$ cat src/rtl/fpu_pkg.sv
// Shared FPU front-end definitions: word widths, opcodes, the quiet-NaN
// error result, the operand bundle driven to the FPU and an opcode helper.
package fpu_pkg;

  localparam int unsigned FP_W = 32;
  localparam int unsigned OP_W = 3;

  localparam logic [OP_W-1:0] OP_ADD = 3'b000;
  localparam logic [OP_W-1:0] OP_SUB = 3'b001;
  localparam logic [OP_W-1:0] OP_MUL = 3'b010;
  localparam logic [OP_W-1:0] OP_DIV = 3'b011;

  // Result returned for ops that never reach the FPU datapath.
  localparam logic [FP_W-1:0] FP_QNAN = 32'h7FC0_0000;

  // Operand bundle held on the FPU input ports.
  typedef struct packed {
    logic [OP_W-1:0] op;
    logic [FP_W-1:0] a;
    logic [FP_W-1:0] b;
  } fpu_operands_t;

  // Opcodes with the top bit set are reserved.
  function automatic logic is_reserved_op(input logic [OP_W-1:0] op);
    return op[OP_W-1];
  endfunction

endpackage

$ cat src/rtl/fpu_issue_ctrl_if.sv
// Client-side request/response bundle of the FPU issue controller.
//   request : ReqValid/ReqReady handshake carrying ReqOp, ReqA, ReqB, ReqTag
//   response: RspValid/RspReady handshake carrying RspResult, RspTag, RspErr
// master = client side, slave = issue controller side.
interface fpu_issue_ctrl_if import fpu_pkg::*; #(
  parameter int unsigned TAG_W = 4
);

  logic             ReqValid;
  logic             ReqReady;
  logic [OP_W-1:0]  ReqOp;
  logic [FP_W-1:0]  ReqA;
  logic [FP_W-1:0]  ReqB;
  logic [TAG_W-1:0] ReqTag;

  logic             RspValid;
  logic             RspReady;
  logic [FP_W-1:0]  RspResult;
  logic [TAG_W-1:0] RspTag;
  logic             RspErr;

  modport master (
    output ReqValid, ReqOp, ReqA, ReqB, ReqTag, RspReady,
    input  ReqReady, RspValid, RspResult, RspTag, RspErr
  );

  modport slave (
    input  ReqValid, ReqOp, ReqA, ReqB, ReqTag, RspReady,
    output ReqReady, RspValid, RspResult, RspTag, RspErr
  );

endinterface

$ cat src/rtl/fpu_rsp_fifo.sv
// In-order response FIFO. Simultaneous push and pop are allowed in every
// state, including full. The head word is presented on pop_data whenever
// empty is low.
// Ports:
//   clk, rst          clock, asynchronous active-high reset
//   push, push_data   write request and word
//   pop               remove the head word
//   pop_data          head word
//   full, empty       occupancy flags
module fpu_rsp_fifo #(
  parameter int unsigned WIDTH = 37,
  parameter int unsigned DEPTH = 4
) (
  input  logic             clk,
  input  logic             rst,
  input  logic             push,
  input  logic [WIDTH-1:0] push_data,
  input  logic             pop,
  output logic [WIDTH-1:0] pop_data,
  output logic             full,
  output logic             empty
);

  localparam int unsigned PTR_W = $clog2(DEPTH);
  localparam int unsigned CNT_W = PTR_W + 1;

  logic [WIDTH-1:0] mem [DEPTH];
  logic [PTR_W-1:0] wr_ptr;
  logic [PTR_W-1:0] rd_ptr;
  logic [CNT_W-1:0] count;
  logic             do_push;
  logic             do_pop;

  assign full     = (count == CNT_W'(DEPTH));
  assign empty    = (count == '0);
  assign do_pop   = pop && !empty;
  // A full FIFO still takes a push when the head leaves in the same cycle.
  assign do_push  = push && (!full || do_pop);
  assign pop_data = mem[rd_ptr];

  // Pointers wrap naturally because DEPTH is a power of two.
  always_ff @(posedge clk or posedge rst) begin
    if (rst) begin
      wr_ptr <= '0;
      rd_ptr <= '0;
      count  <= '0;
    end else begin
      if (do_push) wr_ptr <= wr_ptr + PTR_W'(1);
      if (do_pop)  rd_ptr <= rd_ptr + PTR_W'(1);
      case ({do_push, do_pop})
        2'b10:   count <= count + CNT_W'(1);
        2'b01:   count <= count - CNT_W'(1);
        default: count <= count;
      endcase
    end
  end

  // Storage needs no reset; only words between the pointers are ever read.
  always_ff @(posedge clk) begin
    if (do_push) mem[wr_ptr] <= push_data;
  end

endmodule

$ cat src/rtl/fpu_issue_ctrl.sv
// Issue controller in front of a fixed-latency FPU core. Accepts tagged ops
// over a valid/ready handshake, drives the FPU operand ports, follows each op
// through the FPU latency and returns results in order with their tags.
// Ports:
//   CLK, RST             clock, asynchronous active-high reset
//   client               request/response bundle (slave side)
//   Operand1, Operand2   operands to the FPU
//   Operation            opcode to the FPU
//   Result               FPU result, valid FPU_LATENCY edges after operands
module fpu_issue_ctrl import fpu_pkg::*; #(
  parameter int unsigned FPU_LATENCY = 2,
  parameter int unsigned DEPTH       = 4,
  parameter int unsigned TAG_W       = 4
) (
  input  logic             CLK,
  input  logic             RST,
  fpu_issue_ctrl_if.slave  client,
  output logic [FP_W-1:0]  Operand1,
  output logic [FP_W-1:0]  Operand2,
  output logic [OP_W-1:0]  Operation,
  input  logic [FP_W-1:0]  Result
);

  localparam int unsigned CNT_W = $clog2(DEPTH) + 1;
  localparam int unsigned ENT_W = FP_W + 1 + TAG_W;

  typedef struct packed {
    logic             valid;
    logic             err;
    logic [TAG_W-1:0] tag;
  } pipe_ent_t;

  logic [CNT_W-1:0] credits;
  logic             accept;
  logic             pop;
  logic             req_err;
  fpu_operands_t    operands;
  pipe_ent_t        pipe [FPU_LATENCY];
  pipe_ent_t        pipe_tail;
  logic             push;
  logic [ENT_W-1:0] push_data;
  logic [ENT_W-1:0] head_data;
  logic             fifo_empty;
  logic             fifo_full_unused;

  // Credits count free slots across the pipe and the FIFO together.
  assign client.ReqReady = (credits != '0) && !RST;
  assign accept          = client.ReqValid && client.ReqReady;
  assign req_err         = is_reserved_op(client.ReqOp);
  assign pop             = client.RspValid && client.RspReady;

  // Credit counter: take one per accept, return one per response pop.
  always_ff @(posedge CLK or posedge RST) begin
    if (RST) begin
      credits <= CNT_W'(DEPTH);
    end else begin
      case ({accept, pop})
        2'b10:   credits <= credits - CNT_W'(1);
        2'b01:   credits <= credits + CNT_W'(1);
        default: credits <= credits;
      endcase
    end
  end

  // FPU operand registers; reserved ops leave the ports untouched.
  always_ff @(posedge CLK or posedge RST) begin
    if (RST) begin
      operands <= '0;
    end else if (accept && !req_err) begin
      operands <= '{op: client.ReqOp, a: client.ReqA, b: client.ReqB};
    end
  end

  assign Operand1  = operands.a;
  assign Operand2  = operands.b;
  assign Operation = operands.op;

  // Tracking pipe: one stage per FPU latency edge.
  always_ff @(posedge CLK or posedge RST) begin
    if (RST) begin
      for (int i = 0; i < int'(FPU_LATENCY); i++) pipe[i] <= '0;
    end else begin
      pipe[0] <= '{valid: accept, err: req_err, tag: client.ReqTag};
      for (int i = 1; i < int'(FPU_LATENCY); i++) pipe[i] <= pipe[i-1];
    end
  end

  // The tail entry lines up with the edge at which Result is valid.
  assign pipe_tail = pipe[FPU_LATENCY-1];
  assign push      = pipe_tail.valid;
  assign push_data = {(pipe_tail.err ? FP_QNAN : Result), pipe_tail.err, pipe_tail.tag};

  // Credits make a push into a full FIFO impossible, so full goes unused.
  fpu_rsp_fifo #(
    .WIDTH (ENT_W),
    .DEPTH (DEPTH)
  ) u_rsp_fifo (
    .clk       (CLK),
    .rst       (RST),
    .push      (push),
    .push_data (push_data),
    .pop       (pop),
    .pop_data  (head_data),
    .full      (fifo_full_unused),
    .empty     (fifo_empty)
  );

  assign client.RspValid = !fifo_empty;
  assign {client.RspResult, client.RspErr, client.RspTag} = head_data;

endmodule

$ cat src/flat_wrapper.sv
// flat-port wrapper written by rule: the top's interface ports become plain ports
module fpu_issue_ctrl_flat import fpu_pkg::*;
#(
  parameter int unsigned FPU_LATENCY = 2,
  parameter int unsigned DEPTH       = 4,
  parameter int unsigned TAG_W       = 4
)
  (CLK, RST, Operand1, Operand2, Operation, Result, client_ReqValid, client_ReqOp, client_ReqA, client_ReqB, client_ReqTag, client_RspReady, client_ReqReady, client_RspValid, client_RspResult, client_RspTag, client_RspErr);
  fpu_issue_ctrl_if #(.TAG_W(TAG_W)) client_i ();
  input  logic CLK;
  input  logic RST;
  output logic [FP_W-1:0] Operand1;
  output logic [FP_W-1:0] Operand2;
  output logic [OP_W-1:0] Operation;
  input  logic [FP_W-1:0] Result;
  input wire logic [$bits(client_i.ReqValid)-1:0] client_ReqValid;
  input wire logic [$bits(client_i.ReqOp)-1:0] client_ReqOp;
  input wire logic [$bits(client_i.ReqA)-1:0] client_ReqA;
  input wire logic [$bits(client_i.ReqB)-1:0] client_ReqB;
  input wire logic [$bits(client_i.ReqTag)-1:0] client_ReqTag;
  input wire logic [$bits(client_i.RspReady)-1:0] client_RspReady;
  output wire logic [$bits(client_i.ReqReady)-1:0] client_ReqReady;
  output wire logic [$bits(client_i.RspValid)-1:0] client_RspValid;
  output wire logic [$bits(client_i.RspResult)-1:0] client_RspResult;
  output wire logic [$bits(client_i.RspTag)-1:0] client_RspTag;
  output wire logic [$bits(client_i.RspErr)-1:0] client_RspErr;
  assign client_i.ReqValid = client_ReqValid;
  assign client_i.ReqOp = client_ReqOp;
  assign client_i.ReqA = client_ReqA;
  assign client_i.ReqB = client_ReqB;
  assign client_i.ReqTag = client_ReqTag;
  assign client_i.RspReady = client_RspReady;
  assign client_ReqReady = client_i.ReqReady;
  assign client_RspValid = client_i.RspValid;
  assign client_RspResult = client_i.RspResult;
  assign client_RspTag = client_i.RspTag;
  assign client_RspErr = client_i.RspErr;
  fpu_issue_ctrl #(.FPU_LATENCY(FPU_LATENCY), .DEPTH(DEPTH), .TAG_W(TAG_W)) u_core (.CLK(CLK), .RST(RST), .client(client_i), .Operand1(Operand1), .Operand2(Operand2), .Operation(Operation), .Result(Result));
endmodule
$ cat config.mk
export PLATFORM = sky130hd
export DESIGN_NAME = fpu_issue_ctrl_flat
export DESIGN_NICKNAME = d
export VERILOG_FILES = /design/src/rtl/fpu_pkg.sv /design/src/rtl/fpu_issue_ctrl_if.sv /design/src/rtl/fpu_rsp_fifo.sv /design/src/rtl/fpu_issue_ctrl.sv /design/src/flat_wrapper.sv
export SDC_FILE = /design/constraint.sdc
export NUM_CORES = 1
export LEC_CHECK = 0
export BUFFER_PORTS_ARGS = -buffer_cell sky130_fd_sc_hd__buf_2
export CAP_MARGIN = 20
export CORE_MARGIN = 2
export CORE_UTILIZATION = 30
export CTS_CLUSTER_DIAMETER = 200
export DETAILED_ROUTE_END_ITERATION = 7
export SYNTH_ARGS = -nofsm -noshare
export SYNTH_HDL_FRONTEND = slang
export SYNTH_SLANG_ARGS = --single-unit
$ cat constraint.sdc
create_clock -name CLK -period 2.56 [get_ports CLK]
set_input_delay 0.256 -clock CLK [delete_from_list [all_inputs] [get_ports CLK]]
set_output_delay 0.256 -clock CLK [all_outputs]
set_load 0.05 [all_outputs]
## Yosys cells after proc, flatten, opt, wreduce, memory -nomap -nowiden

Memory sizes are Yosys's and may differ from the RTL's.
Index checks and enable logic that the tools add are counted.

| storage, ports and cells | value |
|---|---|
| flip-flop bits (word level) | 89 |
| bits in writable memories | 148 |
| input bits | 107 |
| output and inout port bits | 106 |
| logic and storage cells | 45 |
| memories | 1 |

| operators by class | value |
|---|---|
| add/sub/neg operators | 6 |
| equal/unequal tests | 5 |
| muxes and demuxes | 5 |
| reduce and logical (&&, ||, !) cells | 15 |

Memory list:

| name | depth | width | read ports | clocked after Yosys merged registers in | write ports | line | source |
|---|---|---|---|---|---|---|---|
| u_core.u_rsp_fifo.mem | 4 | 37 | 1 | 0 | 1 | fpu_rsp_fifo.sv:27 | `logic [WIDTH-1:0] mem [DEPTH];` |

Operators with widths:

| operator | count |
|---|---|
| $mux 32 | 1 |
| $pmux 3 s2 | 2 |
| $add 3x1->3 const B | 2 |
| $logic_and 1x1->1 | 6 |
| $sub 3x1->3 const B | 2 |
| $add 2x1->2 const B | 2 |
| $eq 2x1->1 const B | 2 |
| $eq 2x2->1 const B | 2 |
| $logic_not 1->1 | 4 |
| $reduce_bool 2->1 | 2 |
| $eq 3x3->1 const B | 1 |
| $logic_not 3->1 | 1 |
| $reduce_bool 3->1 | 1 |
| $mux 1 | 2 |
| $logic_or 1x1->1 | 1 |

## Logic depth before layout (Yosys ltp)

| depth | value |
|---|---|
| depth after elaboration | 8 |
| mapped depth | 9 |
| mapped depth without buffers | 9 |

## Hierarchy

From an unflattened synthesis, not the netlist that was laid out.

| unflattened totals | value |
|---|---|
| cell total of the unflattened synthesis | 440 |
| area total of the unflattened synthesis | 9093.7 µm² |

Modules (own cells, without submodules):

| module | instances | cells an instance | area each (µm²) | seq. area each (µm²) |
|---|---|---|---|---|
| fpu_rsp_fifo | 1 | 232 | 5763.0 | 4619.4 |
| fpu_issue_ctrl | 1 | 208 | 3330.7 | 2053.2 |

## Least setup slack after synthesis

Ideal clock, no wire load.

| timing path | value |
|---|---|
| path type | flip-flop to flip-flop |
| from | register u_core.credits[2] |
| to | register u_core.credits[1] |
| library setup time | 125 ps |
| data arrival time | 2341 ps |
| data required time | 2435 ps |
| setup slack | 94 ps |
| cell stages (with the launch flop) | 8 |
| buffers on the path | 0 |
| period minus slack after synthesis | 2466 ps |
| path through | dfstp_2 nor3_1 nor2_1 nand2_1 ha_1 inv_1 fa_1 mux2_2 |

| between the ends | value |
|---|---|
| cells in the longest elaborated chain, start to end | 5 |
| elaborated cells on any way between the ends | 7 |
| those cells by class | eq/ne: 2; mux: 1; reduce/logical: 4 |

RTL lines:

| item | line | source |
|---|---|---|
| from (decl) | fpu_issue_ctrl.sv:33 | `logic [CNT_W-1:0] credits;` |
| from (signal assigned) | fpu_issue_ctrl.sv:55 | `credits <= CNT_W'(DEPTH);` |
| from (signal assigned) | fpu_issue_ctrl.sv:58 | `2'b10: credits <= credits - CNT_W'(1);` |
| from (signal assigned) | fpu_issue_ctrl.sv:59 | `2'b01: credits <= credits + CNT_W'(1);` |
| $reduce_bool 3->1 (*) | fpu_issue_ctrl.sv:47 | `assign client.ReqReady = (credits != '0) && !RST;` |
| $logic_and 1x1->1 (*) | fpu_issue_ctrl.sv:47 |  |
| via client_ReqReady | flat_wrapper.sv:22 | `output wire logic [$bits(client_i.ReqReady)-1:0] client_ReqReady;` |
| $logic_and 1x1->1 (*) | fpu_issue_ctrl.sv:48 | `assign accept = client.ReqValid && client.ReqReady;` |
| $eq 2x1->1 or $eq 2x2->1 (tied branches) | fpu_issue_ctrl.sv:57 | `case ({accept, pop})` |
| $pmux 3 s2 or $reduce_bool 2->1 (tied branches) | -- |  |

The timed path passes the listed nets; every way through them passes the cells marked *.
A chain may end at the register's enable or synchronous reset.

## Final worst setup path

| timing path | value |
|---|---|
| from | register u_core.u_rsp_fifo.rd_ptr[0] |
| to | output port client_RspResult[14] |

| between the ends | value |
|---|---|
| cells in the longest elaborated chain, start to end | 1 |

RTL lines:

| item | line | source |
|---|---|---|
| from (decl) | fpu_rsp_fifo.sv:29 | `logic [PTR_W-1:0] rd_ptr;` |
| from (signal assigned) | fpu_rsp_fifo.sv:49 | `if (do_pop) rd_ptr <= rd_ptr + PTR_W'(1);` |
| $mem_v2 4x37 | -- |  |
| to (decl) | flat_wrapper.sv:24 | `output wire logic [$bits(client_i.RspResult)-1:0] client_RspResult;` |

No other way between the ends.

==> implementation parameters <==
Parameter                              Value

Cells and area
  Summed area of non-filler cells in the final layout    ~12000 sq um
  Share of post-route cells with drive strength above 1    50.9%
  Diode insertion count for antenna repair    0
  Area used by multi-input combinational logic    approximately 2300 sq um
  Net total in the final layout    slightly below 900
  Most frequent cells in the layout    sky130_fd_sc_hd__buf_2, sky130_fd_sc_hd__edfxtp_1, sky130_fd_sc_hd__dfrtp_1
  Most common cell after layout, fill and taps aside    sky130_fd_sc_hd__buf_2
  Count of filler cells inserted in the layout    approximately 2.6k
  Sequential cell area in the final layout    around 6700 sq um
  Area growth from synthesis to final layout    35.3%

Yosys
  Most common flop cell mapped by yosys    sky130_fd_sc_hd__edfxtp_1
  Post-synth EDFFs    between 100 and 150
  Sequential element share of the synthesized area    73.3%
  Count of state elements after synthesis    ~240
  Mean Syn Cell Area    20.2 sq um
  Distinct cell type count after synthesis    32
  Post-synthesis cell count    450
  Count of yosys warnings during synthesis    0
  Share of flip-flops with an asynchronous set or reset    between 30% and 40%
  Synth Net Count    between 500 and 600
  Post-synthesis cell area    9100 sq um

Route
  Number of DRC violations after detailed-routing iteration 0    205
  Final ANT Viol Nets    0
  Initial DRT Pass Iterations    4
  Total wire length after detailed routing    roughly 20000 microns
  Total vias in the final route    just over 5k
  Average detailed-routed wire length per instance    around 17 microns
  Number of design rule violations left after detail routing    0
  Vias per std cell    4.38

STA
  RSZ-0062 raised after global routing    false
  Final number of max-transition violations    0
  Tcrit/Tclk final    about 94%
  F_max    just over 400 MHz
  Slew of the pin with the lowest slew margin    ~870 ps
  Endpoints failing hold    0
  Setup slack after layout    between 100 and 150 ps
  Total negative setup slack    0 ps
  Clk_skew    about 17 ps
  Final hold slack    ~36 ps
  Min cycle time layout    2410 ps
  # setup viols final    0
  Slew Limit Headroom    a little over two fifths

Place
  Worst slack at placement    between 500 and 600 ps
  Area after DPL    approximately 11000 sq um
  DPL Wire Length    between 10000 and 15000 microns
  Port-buffer cells    212
  Weighted congestion at the end of routability-driven global placement    about 0.7

CTS
  Clock root cell    sky130_fd_sc_hd__clkbuf_16
  TritonCTS buffer count    26
  CTS tree    done
  Largest buffer count on any clock path    3
  Clock-pin slew of the registers on the worst-case setup and hold paths    60 ps
  TritonCTS Sinks    about 240
  Clk_lat worst skew    around 530 ps
  Maximum level of the CTS H-tree    1

Floorplanning
  Die Wd    roughly 180 microns
  Starting density of the core    30.6%
  Number of placement rows    63
  Core Region    a little under 30000 sq um
  Die height    ~180 microns
  Area enclosed by the die boundary    about 32000 sq um
  Top-Level Pins    around 210

Worst setup path
  Crit path max fanout    19
  Critical path start-end classification    flop to output port
  Cells traversed along the worst timing path    buf_12, mux4_2, buf_2
  Flop-to-flop setup slack    ~510 ps
  Kind of end point of the critical path    output port
  Largest incremental delay on the critical path    roughly 590 ps
  Depth of the most critical reg-to-reg path    4
  Signal arrival time at the worst endpoint    approximately 2200 ps
  Logic depth of the worst setup path including buffers    3
  Number of buffer and inverter instances along the worst setup path    2
  Required arrival time at the worst endpoint    between 2000 and 2500 ps
  Worst path slowest cell    sky130_fd_sc_hd__dfrtp_4
  Worst setup SP type    flop
  Cell family contributing the most delay on the critical path    flip-flops

Outcome
  Status    complete, no violations

Global routing
  Overflow after GRT    0
  Global-route wire length before repair    31100 microns
  Initial antenna violation count    1
  Largest net degree at the start of global routing    38
  Overall routing resource usage    about an eighth
  Vias in the first global route    approximately 5.6k

Min path
  Class of the tightest hold or removal check    input port to flop
  Worst hold path stage count    2

Job
  Count of max-cap constraint violations    0

Pwr
  P per Cell Area    1220 nW/um^2
  Reported leakage power    4.99 nW
  Worst vdd ir    about 1000 uV
final cells by class:
cell class / count / share of cell area [%]
clock buffers: 28 / 5.35
clock inverters: 20 / 1.41
inverters: 5 / 0.183
multi-input cells: 186 / 18.6
flip-flops and latches: 237 / 54.2
well taps: 390 / 3.96
repair buffers: 302 / 16.2
what timing repair did:
item	4_1_cts	5_1_grt
setup buffers	0	0
hold buffers	73	0
endpoints found under the setup margin	5	0
resized for setup	1	0
hold endpoints to repair	88	0
state kept, by name, indices dropped and copies added (netlist names):
| register | cells |
|---|---|
| u_core.u_rsp_fifo.wr_ptr | 2 |
| u_core.u_rsp_fifo.rd_ptr | 2 |
| u_core.push | 1 |
| u_core.pipe | 11 |
| u_core.Operand1 | 32 |
| u_core.Operation | 3 |
| u_core.u_rsp_fifo.mem | 148 |
| u_core.u_rsp_fifo.count | 3 |
| u_core.Operand2 | 32 |
| u_core.credits | 3 |
power breakdown:
part / switching [mW] / leakage [nW] / internal (mW)
Clock: 1.53 / 0.414 / 2.08
Combinational: 4.11 / 2.17 / 1.95
Sequential: 0.501 / 2.40 / 4.87
logic make-up (layout without fill, tap and decap cells):
family,after synthesis,count (layout),synth area share [%]
flip-flops,237,237,73.3
multiplexers,105,105,18.8
AND/OR/NAND/NOR,57,57,3.73
buffers and inverters,27,355,1.53
AO/OA/AOI/OAI,9,9,0.729
XOR/XNOR,8,8,0.770
adder cells (fa/ha/maj),7,7,1.13
layer usage:
| metal | part of all wire (%) | global-route usage, % |
|---|---|---|
| met3 | 9.0 | 3.50 |
| met5 | 0 | 0 |
| met1 | 41 | 16.2 |
| met4 | 2.9 | 4.37 |
| met2 | 47 | 21.0 |
metrics by stage:
stage	total power [mW]	util, %	std cells
6_report	15.0	41.4	1168
5_1_grt	15.7	41.4	1168
4_1_cts	15.2	41.4	1168
3_5_place_dp	11.5	36.2	1047
3_3_place_gp	11.4	36.2	1047
2_1_floorplan	9.95	-	450
cells in the mapped netlist (2+ instances only):
cell type	instances	share of area, %
sky130_fd_sc_hd__o21ai_0	2	0.11
sky130_fd_sc_hd__mux2_4	29	4.8
sky130_fd_sc_hd__nand2_1	6	0.25
sky130_fd_sc_hd__and2_1	6	0.41
sky130_fd_sc_hd__mux2_2	39	4.8
sky130_fd_sc_hd__o31a_1	2	0.19
sky130_fd_sc_hd__buf_2	6	0.33
sky130_fd_sc_hd__fa_1	2	0.44
sky130_fd_sc_hd__xor2_1	4	0.39
sky130_fd_sc_hd__nand3_1	3	0.16
sky130_fd_sc_hd__xnor2_1	4	0.39
sky130_fd_sc_hd__edfxtp_1	148	49
sky130_fd_sc_hd__dfrtp_1	88	24
sky130_fd_sc_hd__mux4_2	37	9.2
sky130_fd_sc_hd__nor2_1	2	0.083
sky130_fd_sc_hd__buf_1	2	0.083
sky130_fd_sc_hd__or2_2	11	0.76
sky130_fd_sc_hd__buf_6	4	0.50
sky130_fd_sc_hd__clkbuf_1	10	0.41
sky130_fd_sc_hd__inv_1	5	0.21
sky130_fd_sc_hd__o211ai_1	2	0.16
sky130_fd_sc_hd__nor2b_1	24	1.7
sky130_fd_sc_hd__ha_1	5	0.69
path summary, 6_finish.rpt:
check	startpoint	to
worst max register to register	u_core.credits[2]$_DFFE_PP1P_	u_core.Operand2[29]$_DFFE_PP0P_
worst min register to register	u_core.pipe[9]$_DFF_PP0_	u_core.pipe[3]$_DFF_PP0_
min in group asynchronous	RST	u_core.Operand1[20]$_DFFE_PP0P_
worst max-delay path	u_core.u_rsp_fifo.rd_ptr[0]$_DFFE_PP0N_	client_RspResult[14]
worst min-delay path	Result[22]	u_core.u_rsp_fifo.mem[3][27]$_DFFE_PP_
max in group asynchronous	RST	u_core.Operand2[13]$_DFFE_PP0P_
(Power assumes the default switching activity.)
